$ cat src/rtl/mem_copy_engine.sv
// mem_copy_engine: word-by-word block copy initiator on the shared data memory port.
// Ports: i_Clock/i_Reset (sync, active-high); i_Start + i_SrcAddr/i_DstAddr/i_WordCount
//   launch a copy; o_Busy/o_Done/o_Error report status; o_BusReq/i_BusGnt arbitrate
//   the port; o_Adresa/o_WriteData/o_MemWrite/o_MemRead/i_ReadData form the memory port.
module mem_copy_engine #(
    parameter int ADDR_W    = 16,
    parameter int DATA_W    = 16,
    parameter int MEM_BYTES = 128,
    parameter int CNT_W     = 7
) (
    input  logic              i_Clock,
    input  logic              i_Reset,
    input  logic              i_Start,
    input  logic [ADDR_W-1:0] i_SrcAddr,
    input  logic [ADDR_W-1:0] i_DstAddr,
    input  logic [CNT_W-1:0]  i_WordCount,
    output logic              o_Busy,
    output logic              o_Done,
    output logic              o_Error,
    output logic              o_BusReq,
    input  logic              i_BusGnt,
    output logic [ADDR_W-1:0] o_Adresa,
    output logic [DATA_W-1:0] o_WriteData,
    output logic              o_MemWrite,
    output logic              o_MemRead,
    input  logic [DATA_W-1:0] i_ReadData
);

    typedef enum logic [1:0] {
        S_IDLE,
        S_READ,
        S_WRITE,
        S_DONE
    } state_t;

    // Two extra bits so start + 2*count can never wrap.
    localparam int EXT_W = ADDR_W + 2;

    state_t            r_state;
    state_t            w_next;
    logic [ADDR_W-1:0] r_src;
    logic [ADDR_W-1:0] r_dst;
    logic [CNT_W-1:0]  r_cnt;
    logic [DATA_W-1:0] r_buf;
    logic              r_err;

    logic [EXT_W-1:0]  w_span;
    logic [EXT_W-1:0]  w_src_end;
    logic [EXT_W-1:0]  w_dst_end;
    logic              w_oob;
    logic              w_zero;
    logic              w_take;
    logic              w_reject;
    logic              w_accept;
    logic              w_rd;
    logic              w_wr;

    assign w_span    = EXT_W'({i_WordCount, 1'b0});
    assign w_src_end = EXT_W'(i_SrcAddr) + w_span;
    assign w_dst_end = EXT_W'(i_DstAddr) + w_span;
    assign w_oob     = (w_src_end > EXT_W'(MEM_BYTES)) ||
                       (w_dst_end > EXT_W'(MEM_BYTES));
    assign w_zero    = (i_WordCount == '0);

    // A zero-length request completes at once and skips the bounds check.
    assign w_take    = (r_state == S_IDLE) && i_Start;
    assign w_reject  = w_take && !w_zero && w_oob;
    assign w_accept  = w_take && !w_zero && !w_oob;

    always_comb begin
        w_next = r_state;
        w_rd   = 1'b0;
        w_wr   = 1'b0;
        unique case (r_state)
            S_IDLE: begin
                if (i_Start) begin
                    if (w_zero) begin
                        w_next = S_DONE;
                    end else if (!w_oob) begin
                        w_next = S_READ;
                    end
                end
            end
            S_READ: begin
                if (i_BusGnt) begin
                    w_rd   = 1'b1;
                    w_next = S_WRITE;
                end
            end
            S_WRITE: begin
                if (i_BusGnt) begin
                    w_wr   = 1'b1;
                    w_next = (r_cnt == CNT_W'(1)) ? S_DONE : S_READ;
                end
            end
            S_DONE: begin
                w_next = S_IDLE;
            end
            default: begin
                w_next = S_IDLE;
            end
        endcase
    end

    // Everything is forced quiet while reset is asserted, even mid-copy.
    always_comb begin
        o_Busy      = 1'b0;
        o_BusReq    = 1'b0;
        o_Done      = 1'b0;
        o_Error     = 1'b0;
        o_MemRead   = 1'b0;
        o_MemWrite  = 1'b0;
        o_Adresa    = '0;
        o_WriteData = '0;
        if (!i_Reset) begin
            o_Busy     = (r_state == S_READ) || (r_state == S_WRITE);
            o_BusReq   = o_Busy;
            o_Done     = (r_state == S_DONE);
            o_Error    = r_err;
            o_MemRead  = w_rd;
            o_MemWrite = w_wr;
            if (w_rd) begin
                o_Adresa = r_src;
            end else if (w_wr) begin
                o_Adresa    = r_dst;
                o_WriteData = r_buf;
            end
        end
    end

    always_ff @(posedge i_Clock) begin
        if (i_Reset) begin
            r_state <= S_IDLE;
            r_src   <= '0;
            r_dst   <= '0;
            r_cnt   <= '0;
            r_buf   <= '0;
            r_err   <= 1'b0;
        end else begin
            r_state <= w_next;
            r_err   <= w_reject;
            if (w_accept) begin
                r_src <= i_SrcAddr;
                r_dst <= i_DstAddr;
                r_cnt <= i_WordCount;
            end
            if (w_rd) begin
                r_buf <= i_ReadData;
            end
            if (w_wr) begin
                r_src <= r_src + ADDR_W'(2);
                r_dst <= r_dst + ADDR_W'(2);
                r_cnt <= r_cnt - CNT_W'(1);
            end
        end
    end

endmodule
$ cat config.mk
export PLATFORM = sky130hd
export DESIGN_NAME = mem_copy_engine
export DESIGN_NICKNAME = d
export VERILOG_FILES = /design/src/rtl/mem_copy_engine.sv
export SDC_FILE = /design/constraint.sdc
export NUM_CORES = 1
export LEC_CHECK = 0
export BUFFER_PORTS_ARGS = -buffer_cell sky130_fd_sc_hd__buf_2
export CORE_MARGIN = 2
export CORE_UTILIZATION = 45
export CTS_CLUSTER_SIZE = 20
export DETAILED_ROUTE_END_ITERATION = 8
export PLACE_DENSITY = 0.68
export SLEW_MARGIN = 0
export SYNTH_ARGS = -nofsm -noshare
export SYNTH_HDL_FRONTEND = slang
export SYNTH_SLANG_ARGS = --single-unit
$ cat constraint.sdc
create_clock -name i_Clock -period 4.85 [get_ports i_Clock]
set_clock_uncertainty 0.1 [all_clocks]
set_input_delay 0.97 -clock i_Clock [delete_from_list [all_inputs] [get_ports i_Clock]]
set_output_delay 0.97 -clock i_Clock [all_outputs]
set_load 0.005 [all_outputs]
==> results.tsv <==
stage	metric	value	unit
outcome	status	complete, no violations	
sta	setup_viol	0	
clock_network	root_buffer	clkbuf_8	
sta	period_needed	4.17	ns
finish	nNetsFinal	710	
finish	num_antenna_cells	0	
power	power.density	237	nW/um^2
critical_path	arrival	4.30	ns
sta	grt_setup_unrepaired	false	
drt	antenna_left	0	
finish	drive_gt1_frac	0.211	
drt	drc_errors	0	
drt	drt_iter0_drc	296	
finish	syn_to_final_growth	18.7	%
power	ir_worst_vdd	0.115	mV
floorplan	die-height	102	microns
clock_network	cts.sinks	58	
place	dp_slack	0.356	ns
yosys	synth_edf_count	0	
sta	slew_headroom	0.186	
clock_network	cts_tree	built	
sta	hold_ws	0.367	ns
place	dp_hpwl	9.48	mm
yosys	syn_nets	630	
critical_path	reg2reg_from	r_state[0]$_SDFFE_PP0P_	
flow_run	max_cap_viol_count	0	
sta	finalHoldViolCount	0	
yosys	yosysWarnings	0	
sta	finalMaxSlewViolations	0	
critical_path	critPathLaunchType	primary input	
sta	setup_tns	0	ns
yosys	netlist_instances	546	
clock_network	cts_max_level	3	
critical_path	required	4.98	ns
clock_network	cts_hold_buf	0	
place	placedCellCount	744	
global_routing	track_usage	0.246	
floorplan	coreArea	9240	sq um
min_path	hold_class	flop to flop	
floorplan	initial_utilization	0.465	
drt	wire_per_inst	16.8	microns
clock_network	clock_path_buffers	2	
clock_network	postCtsSetupBuffers	0	
global_routing	grt_pass1_vias	4191	
sta	max_slew.worst_pin.slew	1.22	ns
sta	clock.fmax	240	MHz
power	p_leak	2.02	nW
floorplan	dieArea	10300	sq um
yosys	ys_async_sr_fraction	0	
place	placed_cell_area	4850	sq um
drt	drt_pass1_iterations	5	
place	gp_congestion	0.911	
global_routing	antenna_found_initial	0	
yosys	seq_area_frac_synth	0.270	
floorplan	rows	35	
global_routing	grt_pass1_wl	20.2	mm
critical_path	crit_path_max_fanout	19	
clock_network	clk-insertion-delay-late	0.36	ns
drt	dr_total_vias	4619	
critical_path	startpoint	i_WordCount[0]	
global_routing	grt_max_degree	31	
yosys	synth_area	4290	sq um
yosys	yosys.cell_types.count	60	
sta	worst_slack	0.679	ns
yosys	ys_ff_latch	58	
place	portBuffers	96	
floorplan	ios	97	
critical_path	path_class	primary input to flop	
clock_network	cts_resized	0	
critical_path	cp-end-kind	flop	
global_routing	grt_remaining_overflow	0	
clock_network	numCtsBuffers	9	
sta	finalCritPeriodShare	0.860	
yosys	avgSynthCellArea	7.86	sq um
drt	vias_per_cell	6.08	
floorplan	dieWidth	102	microns
drt	drt-total-wl	12.7	mm
finish	stdcell_area	5090	sq um
finish	fin_cells	760	
clock_network	cts.clk_slew.worst_paths	0.08	ns
min_path	min_from	r_buf[3]$_SDFFE_PP0P_	
yosys	ys.flop_type	dfxtp_1	
==> sequential cells by signal (all words and copies together), names as in the netlist <==
register,flops
r_cnt,7
r_dst,16
r_src,16
r_err,1
r_buf,16
r_state,2
==> cells by family (layout without fill, tap and decap cells) <==
group / after synthesis / in the layout / share of synthesized area
multiplexers: 8 / 8 / 0.0195
buffers and inverters: 55 / 140 / 0.0563
adder cells (fa/ha/maj): 25 / 25 / 0.0764
AND/OR/NAND/NOR: 196 / 196 / 0.233
XOR/XNOR: 17 / 17 / 0.0347
flip-flops: 58 / 58 / 0.270
AO/OA/AOI/OAI: 187 / 187 / 0.309
==> critical path, cell delays in order <==
cell and delay, ns:
buf_2 0.12, ha_1 0.22, fa_1 0.41, a211oi_1 0.40, o21ai_0 0.28, nand4b_1 0.18
and4bb_2 0.24, o2111ai_1 0.13, or3_1 0.71, o21ai_4 0.23, buf_4 0.27, a311oi_1 0.14
==> final timing paths <==
kind                                          endpoint  slack (ns)  depth (start not counted)
worst max-delay path            r_dst[13]$_SDFFE_PP0P_        0.68                         12
worst min-delay path             r_buf[3]$_SDFFE_PP0P_        0.37                          1
worst max register to register   r_cnt[6]$_SDFFE_PP0P_        2.31                          9
worst min register to register   r_buf[3]$_SDFFE_PP0P_        0.37                          1
==> final cells by class <==
type                       instances  area [sq um]
clock buffer                       9           124
inverter                          18          67.6
timing repair buffer             106           556
fill                             905          4150
tap                              129           161
multi-input combinational        433          2900
sequential                        58          1160
clock inverter                     7           125
==> metal layers <==
layer / up-vias / track usage / part of all wire / wire length [microns]
met5: - / 0 / 0 / 0
li1: 2249 / - / - / -
met4: 0 / 0.0738 / 0.016 / 206
met1: 2137 / 0.311 / 0.42 / 5410
met2: 214 / 0.426 / 0.48 / 6130
met3: 19 / 0.0462 / 0.078 / 999
==> cell usage in the layout (no fill, tap or decap), types with 4 or more instances in the layout <==
cell      instances
buf_4            10
o31ai_1           4
a41oi_1           5
nand2_1          42
and2_1           20
dfxtp_1          58
nor2b_1           4
nor2_1           33
nand4_1          11
xor2_1            6
clkbuf_8          9
a211oi_1          6
nand3_1          32
buf_2            96
o211ai_1         10
o21a_1            4
a22o_1           31
nor3_1           15
and3_1           16
a311oi_1         14
ha_1             23
a21oi_1          30
a221oi_1          6
o21ai_0          32
mux2i_1           5
a31oi_1          24
inv_1            18
xnor2_1          11
==> power by group <==
group | switching (mW) | total (mW) | internal, mW
combinational | 0.0991 | 0.167 | 0.0677
sequential | 0.0000760 | 0.476 | 0.476
clock | 0.221 | 0.566 | 0.345
==> cells in the mapped netlist (all sizes together), types with 2 or more instances <==
cell	n	area share
dfxtp	58	0.27
nand2	42	0.037
nor2	33	0.029
o21ai	33	0.041
nand3	32	0.037
a22o	31	0.063
a21oi	30	0.035
clkbuf	26	0.023
a31oi	24	0.035
ha	23	0.067
and2	21	0.031
inv	18	0.016
nor3	17	0.020
and3	16	0.023
a311oi	14	0.029
buf	11	0.017
nand4	11	0.016
xnor2	11	0.022
o211ai	10	0.017
a211oi	8	0.016
a221oi	6	0.012
xor2	6	0.012
a41oi	5	0.010
mux2i	5	0.012
nor2b	4	0.0058
o21a	4	0.0070
o31ai	4	0.0070
a2111oi	3	0.0061
mux2	3	0.0079
nand2b	3	0.0044
nor4	3	0.0044
or3	3	0.0044
fa	2	0.0093
nor3b	2	0.0035
o2111ai	2	0.0041
o211a	2	0.0047
o22ai	2	0.0029
o311ai	2	0.0041
or4	2	0.0035
==> through the flow <==
| stage | power [mW] | utilization |
|---|---|---|
| 2_1_floorplan | 0.591 | - |
| 3_3_place_gp | 0.648 | 0.524 |
| 3_5_place_dp | 0.651 | 0.524 |
| 4_1_cts | 1.21 | 0.551 |
| 5_1_grt | 1.25 | 0.551 |
| 6_report | 1.21 | 0.551 |
Power figures use the tool's default switching activity.
